`src/rtl/lcd_bus_driver.sv`:
```
// lcd_bus_driver: write-only HD44780 bus timing engine.
// One byte per accepted ctrl_Start rising edge: RS/DATA setup, an LCD_EN
// high pulse, then hold, then a one-cycle ctrl_Done pulse.
// Optional feature macro: LCD_LONG_WAIT_EN -- adds a LONG_WAIT state after
// clear-display (8'h01) and return-home (8'h02) commands. When the macro is
// undefined the state and its logic are not built.
`timescale 1ns/1ps

module lcd_bus_driver #(
  parameter int unsigned SETUP_CYC     = 4,
  parameter int unsigned EN_HIGH_CYC   = 25,
  parameter int unsigned HOLD_CYC      = 4,
  parameter int unsigned LONG_WAIT_CYC = 82000
) (
  input  logic       iCLK,
  input  logic       iRST_N,
  input  logic       ctrl_RS,
  input  logic       ctrl_Start,
  input  logic [7:0] ctrl_DATA,
  output logic       ctrl_Done,
  output logic       ctrl_Busy,
  output logic [7:0] LCD_DATA,
  output logic       LCD_RS,
  output logic       LCD_RW,
  output logic       LCD_EN
);

  // A zero-length phase still takes one cycle.
  localparam int unsigned SETUP_N = (SETUP_CYC     == 0) ? 1 : SETUP_CYC;
  localparam int unsigned EN_N    = (EN_HIGH_CYC   == 0) ? 1 : EN_HIGH_CYC;
  localparam int unsigned HOLD_N  = (HOLD_CYC      == 0) ? 1 : HOLD_CYC;
  localparam int unsigned LW_N    = (LONG_WAIT_CYC == 0) ? 1 : LONG_WAIT_CYC;

  // Counter wide enough for the longest phase, never narrower than 17 bits.
  localparam int unsigned MAX_A = (SETUP_N > EN_N) ? SETUP_N : EN_N;
  localparam int unsigned MAX_B = (HOLD_N > LW_N) ? HOLD_N : LW_N;
  localparam int unsigned MAX_C = (MAX_A > MAX_B) ? MAX_A : MAX_B;
  localparam int unsigned CNT_W = ($clog2(MAX_C + 1) > 17) ? $clog2(MAX_C + 1) : 17;

  // Counter load values: a phase of N cycles counts N-1 down to 0.
  localparam logic [CNT_W-1:0] SETUP_LD = CNT_W'(SETUP_N - 1);
  localparam logic [CNT_W-1:0] EN_LD    = CNT_W'(EN_N - 1);
  localparam logic [CNT_W-1:0] HOLD_LD  = CNT_W'(HOLD_N - 1);
`ifdef LCD_LONG_WAIT_EN
  localparam logic [CNT_W-1:0] LW_LD    = CNT_W'(LW_N - 1);
`endif

  typedef enum logic [2:0] {
    S_IDLE      = 3'd0,
    S_SETUP     = 3'd1,
    S_EN_HI     = 3'd2,
    S_HOLD      = 3'd3,
`ifdef LCD_LONG_WAIT_EN
    S_LONG_WAIT = 3'd4,
`endif
    S_DONE      = 3'd5
  } state_e;

  state_e           state_q;
  logic [CNT_W-1:0] cnt_q;
  logic             start_prev_q;
  logic             rs_q;
  logic [7:0]       data_q;
  logic             en_q;
  logic             done_q;
  logic             busy_q;
  logic             start_edge;

  // Rising edge of ctrl_Start; start_prev_q tracks the input in every state,
  // so a level still high on return to IDLE is not a new request.
  assign start_edge = ctrl_Start && !start_prev_q;

`ifdef LCD_LONG_WAIT_EN
  // Clear-display and return-home need the long post-command wait.
  logic long_cmd;
  assign long_cmd = !rs_q && ((data_q == 8'h01) || (data_q == 8'h02));
`endif

  // Transfer sequencer. All outputs are registered and updated together with
  // the state they belong to, so LCD_EN is high exactly while in EN_HI.
  always_ff @(posedge iCLK or negedge iRST_N) begin
    if (!iRST_N) begin
      state_q      <= S_IDLE;
      cnt_q        <= '0;
      start_prev_q <= 1'b0;
      rs_q         <= 1'b0;
      data_q       <= 8'h00;
      en_q         <= 1'b0;
      done_q       <= 1'b0;
      busy_q       <= 1'b0;
    end else begin
      // NOTE: non-blocking assignments here so every register samples the
      // pre-edge values; blocking would make ordering within the block matter.
      start_prev_q <= ctrl_Start;
      case (state_q)
        S_IDLE: begin
          if (start_edge) begin
            state_q <= S_SETUP;
            cnt_q   <= SETUP_LD;
            rs_q    <= ctrl_RS;
            data_q  <= ctrl_DATA;
            busy_q  <= 1'b1;
          end
        end
        S_SETUP: begin
          if (cnt_q == '0) begin
            state_q <= S_EN_HI;
            cnt_q   <= EN_LD;
            en_q    <= 1'b1;
          end else begin
            cnt_q <= cnt_q - CNT_W'(1);
          end
        end
        S_EN_HI: begin
          if (cnt_q == '0) begin
            state_q <= S_HOLD;
            cnt_q   <= HOLD_LD;
            en_q    <= 1'b0;
          end else begin
            cnt_q <= cnt_q - CNT_W'(1);
          end
        end
        S_HOLD: begin
          if (cnt_q == '0) begin
`ifdef LCD_LONG_WAIT_EN
            if (long_cmd) begin
              state_q <= S_LONG_WAIT;
              cnt_q   <= LW_LD;
            end else begin
              state_q <= S_DONE;
              done_q  <= 1'b1;
            end
`else
            state_q <= S_DONE;
            done_q  <= 1'b1;
`endif
          end else begin
            cnt_q <= cnt_q - CNT_W'(1);
          end
        end
`ifdef LCD_LONG_WAIT_EN
        S_LONG_WAIT: begin
          if (cnt_q == '0) begin
            state_q <= S_DONE;
            done_q  <= 1'b1;
          end else begin
            cnt_q <= cnt_q - CNT_W'(1);
          end
        end
`endif
        S_DONE: begin
          state_q <= S_IDLE;
          done_q  <= 1'b0;
          busy_q  <= 1'b0;
        end
        default: begin
          state_q <= S_IDLE;
          cnt_q   <= '0;
          en_q    <= 1'b0;
          done_q  <= 1'b0;
          busy_q  <= 1'b0;
        end
      endcase
    end
  end

  assign LCD_DATA  = data_q;
  assign LCD_RS    = rs_q;
  assign LCD_RW    = 1'b0;
  assign LCD_EN    = en_q;
  assign ctrl_Done = done_q;
  assign ctrl_Busy = busy_q;

endmodule

```
`config.mk`:
```
export PLATFORM = sky130hd
export DESIGN_NAME = lcd_bus_driver
export DESIGN_NICKNAME = d
export VERILOG_FILES = /design/src/rtl/lcd_bus_driver.sv
export SDC_FILE = /design/constraint.sdc
export NUM_CORES = 1
export LEC_CHECK = 0
export CAP_MARGIN = 40
export CORE_MARGIN = 2
export CORE_UTILIZATION = 40
export CTS_BUF_LIST = sky130_fd_sc_hd__clkbuf_8
export DETAILED_ROUTE_END_ITERATION = 8
export GPL_TIMING_DRIVEN = 0
export PLACE_DENSITY_LB_ADDON = 0.1
export SYNTH_ARGS = -nofsm -noshare
export SYNTH_HDL_FRONTEND = slang
export SYNTH_SLANG_ARGS = --single-unit
```
`constraint.sdc`:
```
create_clock -name iCLK -period 5.5 [get_ports iCLK]
set_input_delay 1.65 -clock iCLK [delete_from_list [all_inputs] [get_ports iCLK]]
set_output_delay 1.65 -clock iCLK [all_outputs]
set_load 0.01 [all_outputs]
```
=== After elaboration in Yosys (flattened, before gate mapping) ===
Cells that the tools add are included.

* Word-level logic and storage cells: 51
* Input bits: 12
* Bits in registers: 33

* Reductions and logical operators: 13
* Bitwise logic cells: 4
* Equal/unequal tests: 9
* Muxes and demuxes: 16
* Add/subtract/negate cells: 1

{| class="wikitable"
|+ Operators by type and width
! cell !! number
|-
| $pmux W17 S5 || 1
|-
| $mux W17 || 4
|-
| $logic_not A17 Y1 || 1
|-
| $sub A17 B1 Y17 const B || 1
|-
| $mux W3 || 4
|-
| $pmux W3 S4 || 1
|-
| $ne A2 B2 Y1 const B || 5
|-
| $reduce_or A3 Y1 || 3
|-
| $eq A3 B2 Y1 const B || 2
|-
| $reduce_and A2 Y1 || 3
|-
| $reduce_and A3 Y1 || 2
|-
| $not A1 Y1 || 4
|-
| $pmux W1 S2 || 2
|-
| $reduce_and A4 Y1 || 1
|-
| $eq A3 B1 Y1 const B || 1
|-
| $eq A3 B3 Y1 const B || 1
|-
| $logic_not A3 Y1 || 1
|-
| $mux W1 || 3
|-
| $pmux W1 S3 || 1
|-
| $logic_and A1 B1 Y1 || 1
|-
| $logic_not A1 Y1 || 1
|}

=== Longest topological paths before layout ===
Gate-level depths: netlist (run 1).

* Depth in word-level cells: 4
* Depth in mapped cells: 9
* Depth with buffers taken out: 7

=== Least setup slack after synthesis (run 1) ===
OpenSTA, ideal clock, no wires.

* Path type: in2reg
* From: in ctrl_Start
* To: reg cnt_q[10]
* Slack: 2.564 ns
* Data required time: 5.423 ns
* Arrival time: 2.859 ns
* Cell stages on the path: 6
* Path through: nand2b_1 a21oi_1 nor2_1 clkbuf_1 or4_1 a21oi_1

* Word-level cells in the longest chain between the ends: 3

{| class="wikitable"
|+ Ends and longest elaborated chain
! element !! line !! RTL
|-
| start: declaration || 18 || <nowiki>input logic ctrl_Start,</nowiki>
|-
| $logic_and A1 B1 Y1 || 71 || <nowiki>assign start_edge = ctrl_Start && !start_prev_q;</nowiki>
|-
| $ne A2 B2 Y1 (no line) || - ||
|-
| $reduce_and A3 Y1 (no line) || - ||
|-
| end signal: assignment || 111 || <nowiki>cnt_q <= cnt_q - CNT_W'(1);</nowiki>
|-
| end signal: assignment || 120 || <nowiki>cnt_q <= cnt_q - CNT_W'(1);</nowiki>
|-
| end signal: assignment || 138 || <nowiki>cnt_q <= cnt_q - CNT_W'(1);</nowiki>
|-
| end: declaration || 60 || <nowiki>logic [CNT_W-1:0] cnt_q;</nowiki>
|}

No other way between the ends.
A chain may end at the register's enable or synchronous reset.

=== Worst setup path after layout (run 1) ===
Same ends and word-level chain as after synthesis.

==> PnR_summary.wiki, run 1 <==
{| class="wikitable"
! Metric !! Value
|-
| Result of the run || finished clean
|-
| Hold violation count in the final report || 0
|-
| Family of cells with the greatest summed delay on the critical path || simple AND/OR/NAND/NOR gates
|-
| Pin count of the biggest net entering global routing || 34
|-
| Max-cap violations || 0
|-
| Die Span Y || 71.72 µm
|-
| Pleak || 0.8881 nW
|-
| Most common cell in the netlist || dfrtp_1
|-
| Clock transition at the register clock pins on the worst setup and hold paths after CTS || 0.07 ns
|-
| Seq/Total Area, Yosys || 45.02%
|-
| Top cell by count, worst path || a21oi_1
|-
| Leading cell types by total area after synthesis || dfrtp_1, mux2_2, a21oi_1
|-
| Placeable core region || 4384 µm²
|-
| Final critical delay including setup and external delays || 3.493 ns
|-
| Number of antenna violations at the first check in global routing || 0
|-
| Leading cell types by count after synthesis || dfrtp_1, a21oi_1, nor2_1
|-
| Top FF cell, synth || dfrtp_1
|-
| Relative slew margins || 50.44%
|-
| Number of synthesized flops with an enable pin || 0
|-
| Yosys top cell area share || 45.02%
|-
| Setup TNS || 0 ns
|-
| Initial core utilization || 41.84%
|-
| Avg Inst Size Synth || 10.02 µm²
|-
| Number of synthesis warnings || 0
|-
| Highest achievable clock rate || 0.2863 GHz
|-
| Number of levels the H-tree was split into || 2
|-
| Final weighted congestion in routability-driven placement || 0.8202
|-
| Final total power || 0.4359 mW
|-
| Clk Latency, worst-skew pair || 0.28 ns
|-
| Endpoint, Worst Hold || LCD_DATA[5]$_DFFE_PN0P_
|-
| Number of DRC violations after detailed routing || 0
|-
| Type of destination of the critical path || flip-flop
|-
| Worst-Margin Slew || 0.7433 ns
|-
| Chain of cells forming the critical path || clkdlybuf4s50_1 -> nand2b_1 -> a21oi_1 -> nor2_1 -> clkbuf_1 -> or4_1 -> a21oi_1
|-
| Final Net Count || 227
|-
| Number of global-route vias before repair || 1622
|-
| Worst setup slack for register-to-register paths || 2.97 ns
|-
| Number of cell instances on the worst register-to-register path || 7
|-
| Arrival time worst endpoint || 3.70 ns
|-
| Post-detailed-placement half-perimeter wirelength || 2977 µm
|-
| Worst Path Buf+Inv || 2
|-
| Count of different cell masters after synthesis || 52
|-
| Clock tree from TritonCTS || yes
|-
| CTS Hold Buffers Added || 0
|-
| Via count || 1563
|-
| Final Instance Count excl. Fillers || 266
|-
| DR iter-0 viols || 76
|-
| Final worst clock skew || 0.005056 ns
|-
| Biggest fanout along the worst timing path || 10
|-
| # placed instances || 258
|-
| Antenna diode count || 0
|-
| Count of standard-cell rows || 24
|-
| Slowest cell on crit path || or4_1
|-
| Netlist area before placement || 1834 µm²
|-
| Endpoints failing setup || 0
|-
| Fraction of registers with async set/reset || 100.0%
|-
| Setup bufs post-CTS || 0
|-
| Horizontal die dimension || 71.72 µm
|-
| Crit start category || input pin
|-
| Yosys top cell by area || dfrtp_1
|-
| Endpoint required time on the critical path || 5.71 ns
|-
| Number of instances in the synthesized netlist || 183
|-
| Residual overflow from global routing || 0
|-
| Min-Delay Path Depth || 1
|-
| Number of fill cells || 415
|-
| Number of buffers created by CTS || 5
|-
| Delay of the slowest cell on the worst path || 0.54 ns
|-
| Layout overhead on the synthesized area || 20.53%
|-
| CP Class || input pin to flip-flop
|-
| Global-route wire length before repair || 7486 µm
|-
| Worst vdd rail ir drop || 119.5 µV
|-
| Share of post-route cells with drive strength above 1 || 17.29%
|-
| Aggregate routed wire length || 4180 µm
|-
| TritonRoute pass-1 iters || 5
|-
| Combined global-route utilization of all metal layers || 18.14%
|-
| Kind of path behind the tightest hold check || flip-flop to flip-flop
|-
| WL/cell || 15.71 µm
|-
| CTS-repair resized insts || 0
|-
| Count of buffers from port buffering || 23
|-
| Clock sinks || 33
|-
| Vias per cell || 5.876
|-
| Portion of the clock cycle consumed by the worst path in the final layout || 63.51%
|-
| Number of max-slew violations in the final report || 0
|-
| Reg-to-reg critical path endpoint || cnt_q[9]$_DFFE_PN0P_
|-
| RSZ-0062 raised after global routing || false
|-
| Post-Synthesis Net Count || 197
|-
| Number of synthesized register bits || 33
|-
| Detail Route Antenna Nets || 0
|-
| Number of top-level pins || 25
|-
| Buffer depth of the longest clock path || 2
|-
| Startpoint of the worst register-to-register path || cnt_q[6]$_DFFE_PN0P_
|-
| Power Dens Cells || 197.2 nW/µm²
|-
| Cell at the root of the clock tree || clkbuf_8
|-
| Post-Route Hold Slack || 0.5058 ns
|-
| Worst Hold Launch || LCD_DATA[5]$_DFFE_PN0P_
|-
| Full die area || 5143 µm²
|}
-- cells in the final DEF, fill, tap and decap left out, drive strengths merged, types with 3 or more instances in the layout --
master | netlist | routed
a21oi | 21 | 21
and2 | 3 | 3
buf | 7 | 8
clkbuf | 4 | 9
clkdlybuf4s50 | 0 | 22
dfrtp | 33 | 33
inv | 4 | 4
mux2 | 9 | 9
nand2 | 7 | 7
nand2b | 4 | 4
nand3 | 4 | 4
nor2 | 14 | 14
nor3 | 5 | 5
o211ai | 5 | 5
o21ai | 6 | 6
o31ai | 9 | 9
or2 | 3 | 3
or3 | 6 | 6
or4 | 10 | 10
-- stage by stage --
stage                     cell area, µm²  util, %  worst slack (ns)
after floorplan                     1834        -             2.564
after global placement              2130    48.57             1.754
after detailed placement            2125    48.46             1.729
after CTS                           2211    50.43             2.017
after global routing                2211    50.43             1.856
final                               2211    50.43             2.007
-- worst max path at each step --
| stage | start | endpoint | slack (ns) | cells past startpoint |
|---|---|---|---|---|
| 2_1_floorplan | ctrl_Start | cnt_q[10]$_DFFE_PN0P_ | 2.56 | 6 |
| 3_3_place_gp | ctrl_Start | cnt_q[10]$_DFFE_PN0P_ | 1.75 | 7 |
| 3_5_place_dp | ctrl_Start | cnt_q[10]$_DFFE_PN0P_ | 1.73 | 7 |
| 4_1_cts | ctrl_Start | cnt_q[10]$_DFFE_PN0P_ | 2.02 | 7 |
| 5_1_grt | ctrl_Start | cnt_q[10]$_DFFE_PN0P_ | 1.86 | 7 |
| 6_report | ctrl_Start | cnt_q[10]$_DFFE_PN0P_ | 2.01 | 7 |
-- final cells by class --
cell class              instances  area [µm²]  share of cell area, %
plain buffers                  11       81.33                  3.679
clock buffers                   5       68.82                  3.113
clock inverters                 3       17.52                 0.7923
inverters                       4       15.01                 0.6791
multi-input cells             135       912.1                  41.26
flip-flops and latches         33       825.8                  37.35
well taps                      52       65.06                  2.943
repair buffers                 23       225.2                  10.19
-- power by group --
part | total, mW | internal, mW | switching, mW
logic | 0.0142 | 0.00734 | 0.00682
registers | 0.243 | 0.243 | 0.000140
clock network | 0.179 | 0.0873 | 0.0914
total | 0.436 | 0.338 | 0.0984
-- worst reg2reg max path, cell delays in order, from the launching register on --
cell and delay [ns]:
dfrtp_1 0.42, or3_1 0.41, nor3_1 0.31, buf_2 0.28
nand3_1 0.19, o211ai_1 0.41, buf_2 0.32, a21oi_1 0.07
-- routing by layer --
layer | global-route usage (%) | part of all wire [%] | routed length [µm]
met3 | 4.219 | 3.8 | 158
met2 | 28.81 | 47 | 1957
met4 | 5.451 | 1.2 | 51
met1 | 24.73 | 48 | 2013
met5 | 0 | 0 | 0
-- state kept, by name, indices dropped and copies added (netlist names) --
signal        count
ctrl_Done         1
state_q           3
start_prev_q      1
LCD_DATA          8
LCD_RS            1
LCD_EN            1
ctrl_Busy         1
cnt_q            17
-- kinds of logic after synthesis --
family	Yosys count	synth area share (%)
simple gates	70	23.81
compound gates	51	17.80
flops	33	45.02
buf+inv	15	5.252
mux	10	6.071
fa+ha+maj	2	1.364
other cells	1	0.2044
xor+xnor	1	0.4776
No activity file was read; power rests on OpenSTA's default activity.
==> run 2: changes to the inputs <==
- clock period: 5.5 -> 2.85 ns (I/O delays scaled with it)
==> results of run 2 <==
The final DEF is identical to that of run 1. Status: finished clean.
Among the figures that moved: setup slack after placement 1.729 ns -> -0.1264 ns; setup slack after layout 2.007 ns -> 0.1520 ns; register-to-register setup slack 2.97 ns -> 0.32 ns; total power 0.4359 mW -> 0.8412 mW; worst IR drop on VDD 119.5 µV -> 230.6 µV
==> run 3: changes to the inputs <==
- CTS_BUF_LIST: sky130_fd_sc_hd__clkbuf_8 -> sky130_fd_sc_hd__clkbuf_4
- GPL_ROUTABILITY_DRIVEN: unset -> 0
==> run 3 against run 2 <==
Compared with the run above: highest routed layer unchanged; utilization shrank 0.71 points; register-to-register slack gained 0.02 ns; first-iteration DRC count shrank 17%; critical path depth is the same; via count shrank 0.83%; critical endpoint unchanged; clock skew grew 0.0078 ns; combinational power is essentially flat.
==> PnR_summary.wiki, run 3 (synthesized netlist as in run 1, its figures left out) <==
{| class="wikitable"
! Metric !! Value
|-
| Result of the run || finished clean
|-
| Buffer depth of the longest clock path || 2 (unchanged)
|-
| Number of top-level pins || 25 (unchanged)
|-
| Endpoints failing setup || 0 (unchanged)
|-
| Number of global-route vias before repair || 1627 (+0.31%)
|-
| Worst setup slack for register-to-register paths || 0.34 ns
|-
| Relative slew margins || 50.55% (+0.11 points)
|-
| Clock tree from TritonCTS || yes
|-
| RSZ-0062 raised after global routing || false
|-
| Final Instance Count excl. Fillers || 266 (unchanged)
|-
| Setup TNS || 0 ns (unchanged)
|-
| Via count || 1550 (-0.83%)
|-
| Crit start category || input pin
|-
| Worst setup path start || ctrl_Start
|-
| Cell area after layout || 2180 µm² (-1.4%)
|-
| Combined global-route utilization of all metal layers || 18.08% (-0.059 points)
|-
| Final worst clock skew || 0.01287 ns (+0.007817 ns)
|-
| Aggregate routed wire length || 4171 µm (-0.22%)
|-
| Most frequent cells in the layout || dfrtp_1, clkdlybuf4s50_1, a21oi_1, nor2_1
|-
| Biggest fanout along the worst timing path || 10 (unchanged)
|-
| Critical Path End || cnt_q[10]$_DFFE_PN0P_
|-
| Kind of path behind the tightest hold check || flip-flop to flip-flop
|-
| Worst vdd rail ir drop || 193.2 µV
|-
| Met2 track demand over resource || 28.91% (+0.10 points)
|-
| GR met3 Demand/Resource || 4.641% (+0.42 points)
|-
| Full die area || 5143 µm² (unchanged)
|-
| CP Class || input pin to flip-flop
|-
| Global-route wire length before repair || 7452 µm (-0.45%)
|-
| Pleak || 0.8752 nW (-1.5%)
|-
| Area taken by flip-flops and latches || 825.8 µm² (unchanged)
|-
| Number of buffers created by CTS || 5 (unchanged)
|-
| Setup bufs post-CTS || 0 (unchanged)
|-
| Detail Route Antenna Nets || 0 (unchanged)
|-
| Reg-to-reg critical path endpoint || cnt_q[15]$_DFFE_PN0P_
|-
| Type of destination of the critical path || flip-flop
|-
| Commonest non-fill, non-tap cell in the layout || dfrtp_1
|-
| Vias per cell || 5.827 (-0.83%)
|-
| Number of antenna violations at the first check in global routing || 0 (unchanged)
|-
| Met1 layer usage reported by global route || 24.38% (-0.36 points)
|-
| Final Net Count || 227 (unchanged)
|-
| CTS-repair resized insts || 0 (unchanged)
|-
| Flip-flop count of the largest register after layout || 17 (unchanged)
|-
| Number of cell instances on the worst register-to-register path || 7 (unchanged)
|-
| WL/cell || 15.68 µm (-0.22%)
|-
| Area of combinational cells with multiple inputs || 912.1 µm² (unchanged)
|-
| Residual overflow from global routing || 0 (unchanged)
|-
| Horizontal die dimension || 71.72 µm (unchanged)
|-
| Final critical delay including setup and external delays || 2.651 ns
|-
| Number of fill cells || 419 (+0.96%)
|-
| Post-detailed-placement half-perimeter wirelength || 2977 µm (unchanged)
|-
| # placed instances || 258 (unchanged)
|-
| Number of max-slew violations in the final report || 0 (unchanged)
|-
| Max-cap violations || 0 (unchanged)
|-
| Number of DRC violations after detailed routing || 0 (unchanged)
|-
| Register containing the most flip-flops in the final layout || cnt_q
|-
| Die Span Y || 71.72 µm (unchanged)
|-
| TritonRoute pass-1 iters || 4 (-1)
|-
| Clock transition at the register clock pins on the worst setup and hold paths after CTS || 0.11 ns (+0.04 ns)
|-
| Antenna diode count || 0 (unchanged)
|-
| Clk Latency, worst-skew pair || 0.34 ns (+0.06 ns)
|-
| Arrival time worst endpoint || 2.92 ns
|-
| DR iter-0 viols || 63 (-17%)
|-
| Highest achievable clock rate || 0.3772 GHz
|-
| Post-Route Hold Slack || 0.5140 ns (+0.008195 ns)
|-
| Layer with the highest usage after global routing || met2
|-
| Layout overhead on the synthesized area || 18.83%
|-
| Portion of the clock cycle consumed by the worst path in the final layout || 93.03%
|-
| Cell Area, Placed || 2125 µm² (unchanged)
|-
| CTS Hold Buffers Added || 0 (unchanged)
|-
| Placeable core region || 4384 µm² (unchanged)
|-
| Clock sinks || 33 (unchanged)
|-
| Initial core utilization || 41.84% (unchanged)
|-
| Worst-Margin Slew || 0.7417 ns (-0.001603 ns)
|-
| Startpoint of the worst register-to-register path || cnt_q[6]$_DFFE_PN0P_
|-
| Power Dens Cells || 348.5 nW/µm²
|-
| Cell at the root of the clock tree || clkbuf_4
|-
| Count of standard-cell rows || 24 (unchanged)
|-
| Share of post-route cells with drive strength above 1 || 17.29% (unchanged)
|-
| Count of buffers from port buffering || 23 (unchanged)
|-
| Hold violation count in the final report || 0 (unchanged)
|-
| Number of levels the H-tree was split into || 2 (unchanged)
|-
| Endpoint required time on the critical path || 3.12 ns
|-
| Pin count of the biggest net entering global routing || 34 (unchanged)
|}
-- run 3: final cells by class --
cell class	count	area share [%]
multi-input cells	135	41.85
flip-flops and latches	33	37.89
repair buffers	23	10.33
plain buffers	11	3.731
well taps	52	2.985
clock buffers	5	1.722
clock inverters	3	0.8037
inverters	4	0.6889
-- run 3: power breakdown --
part	switching, mW	internal, mW
clock network	0.170	0.0930
logic	0.0132	0.0142
registers	0.000273	0.469
-- run 3: worst min-delay path by stage --
stage                            startpoint                      end  slack, ns  cells past startpoint
detailed placement       LCD_RS$_DFFE_PN0P_       LCD_RS$_DFFE_PN0P_       0.49                      1
CTS                 LCD_DATA[5]$_DFFE_PN0P_  LCD_DATA[5]$_DFFE_PN0P_       0.52                      1
finish              LCD_DATA[5]$_DFFE_PN0P_  LCD_DATA[5]$_DFFE_PN0P_       0.51                      1
global route        LCD_DATA[5]$_DFFE_PN0P_  LCD_DATA[5]$_DFFE_PN0P_       0.53                      1
floorplan             cnt_q[12]$_DFFE_PN0P_    cnt_q[12]$_DFFE_PN0P_       0.51                      1
global placement    LCD_DATA[4]$_DFFE_PN0P_  LCD_DATA[4]$_DFFE_PN0P_       0.49                      1
-- run 3: critical path: stages --
cell and delay, ns:
clkdlybuf4s50_1 0.49, nand2b_1 0.11, a21oi_1 0.34, nor2_1 0.17
clkbuf_1 0.26, or4_1 0.55, a21oi_1 0.15
-- run 3: routing by layer --
| metal | routed length (µm) | part of all wire, % | up-vias |
|---|---|---|---|
| met2 | 1990 | 48 | 29 |
| met5 | 0 | 0 | - |
| met4 | 50 | 1.2 | 0 |
| met3 | 140 | 3.4 | 5 |
| met1 | 1990 | 48 | 778 |
| li1 | - | - | 738 |
-- run 3: stage by stage --
| stage | util [%] | power, mW | setup WS [ns] |
|---|---|---|---|
| 5_1_grt | 49.71 | 0.7948 | 0.07198 |
| 2_1_floorplan | - | 0.4819 | 0.5974 |
| 3_3_place_gp | 48.57 | 0.5065 | -0.1014 |
| 6_report | 49.71 | 0.7595 | 0.1985 |
| 3_5_place_dp | 48.46 | 0.5064 | -0.1264 |
| 4_1_cts | 49.71 | 0.7702 | 0.2233 |
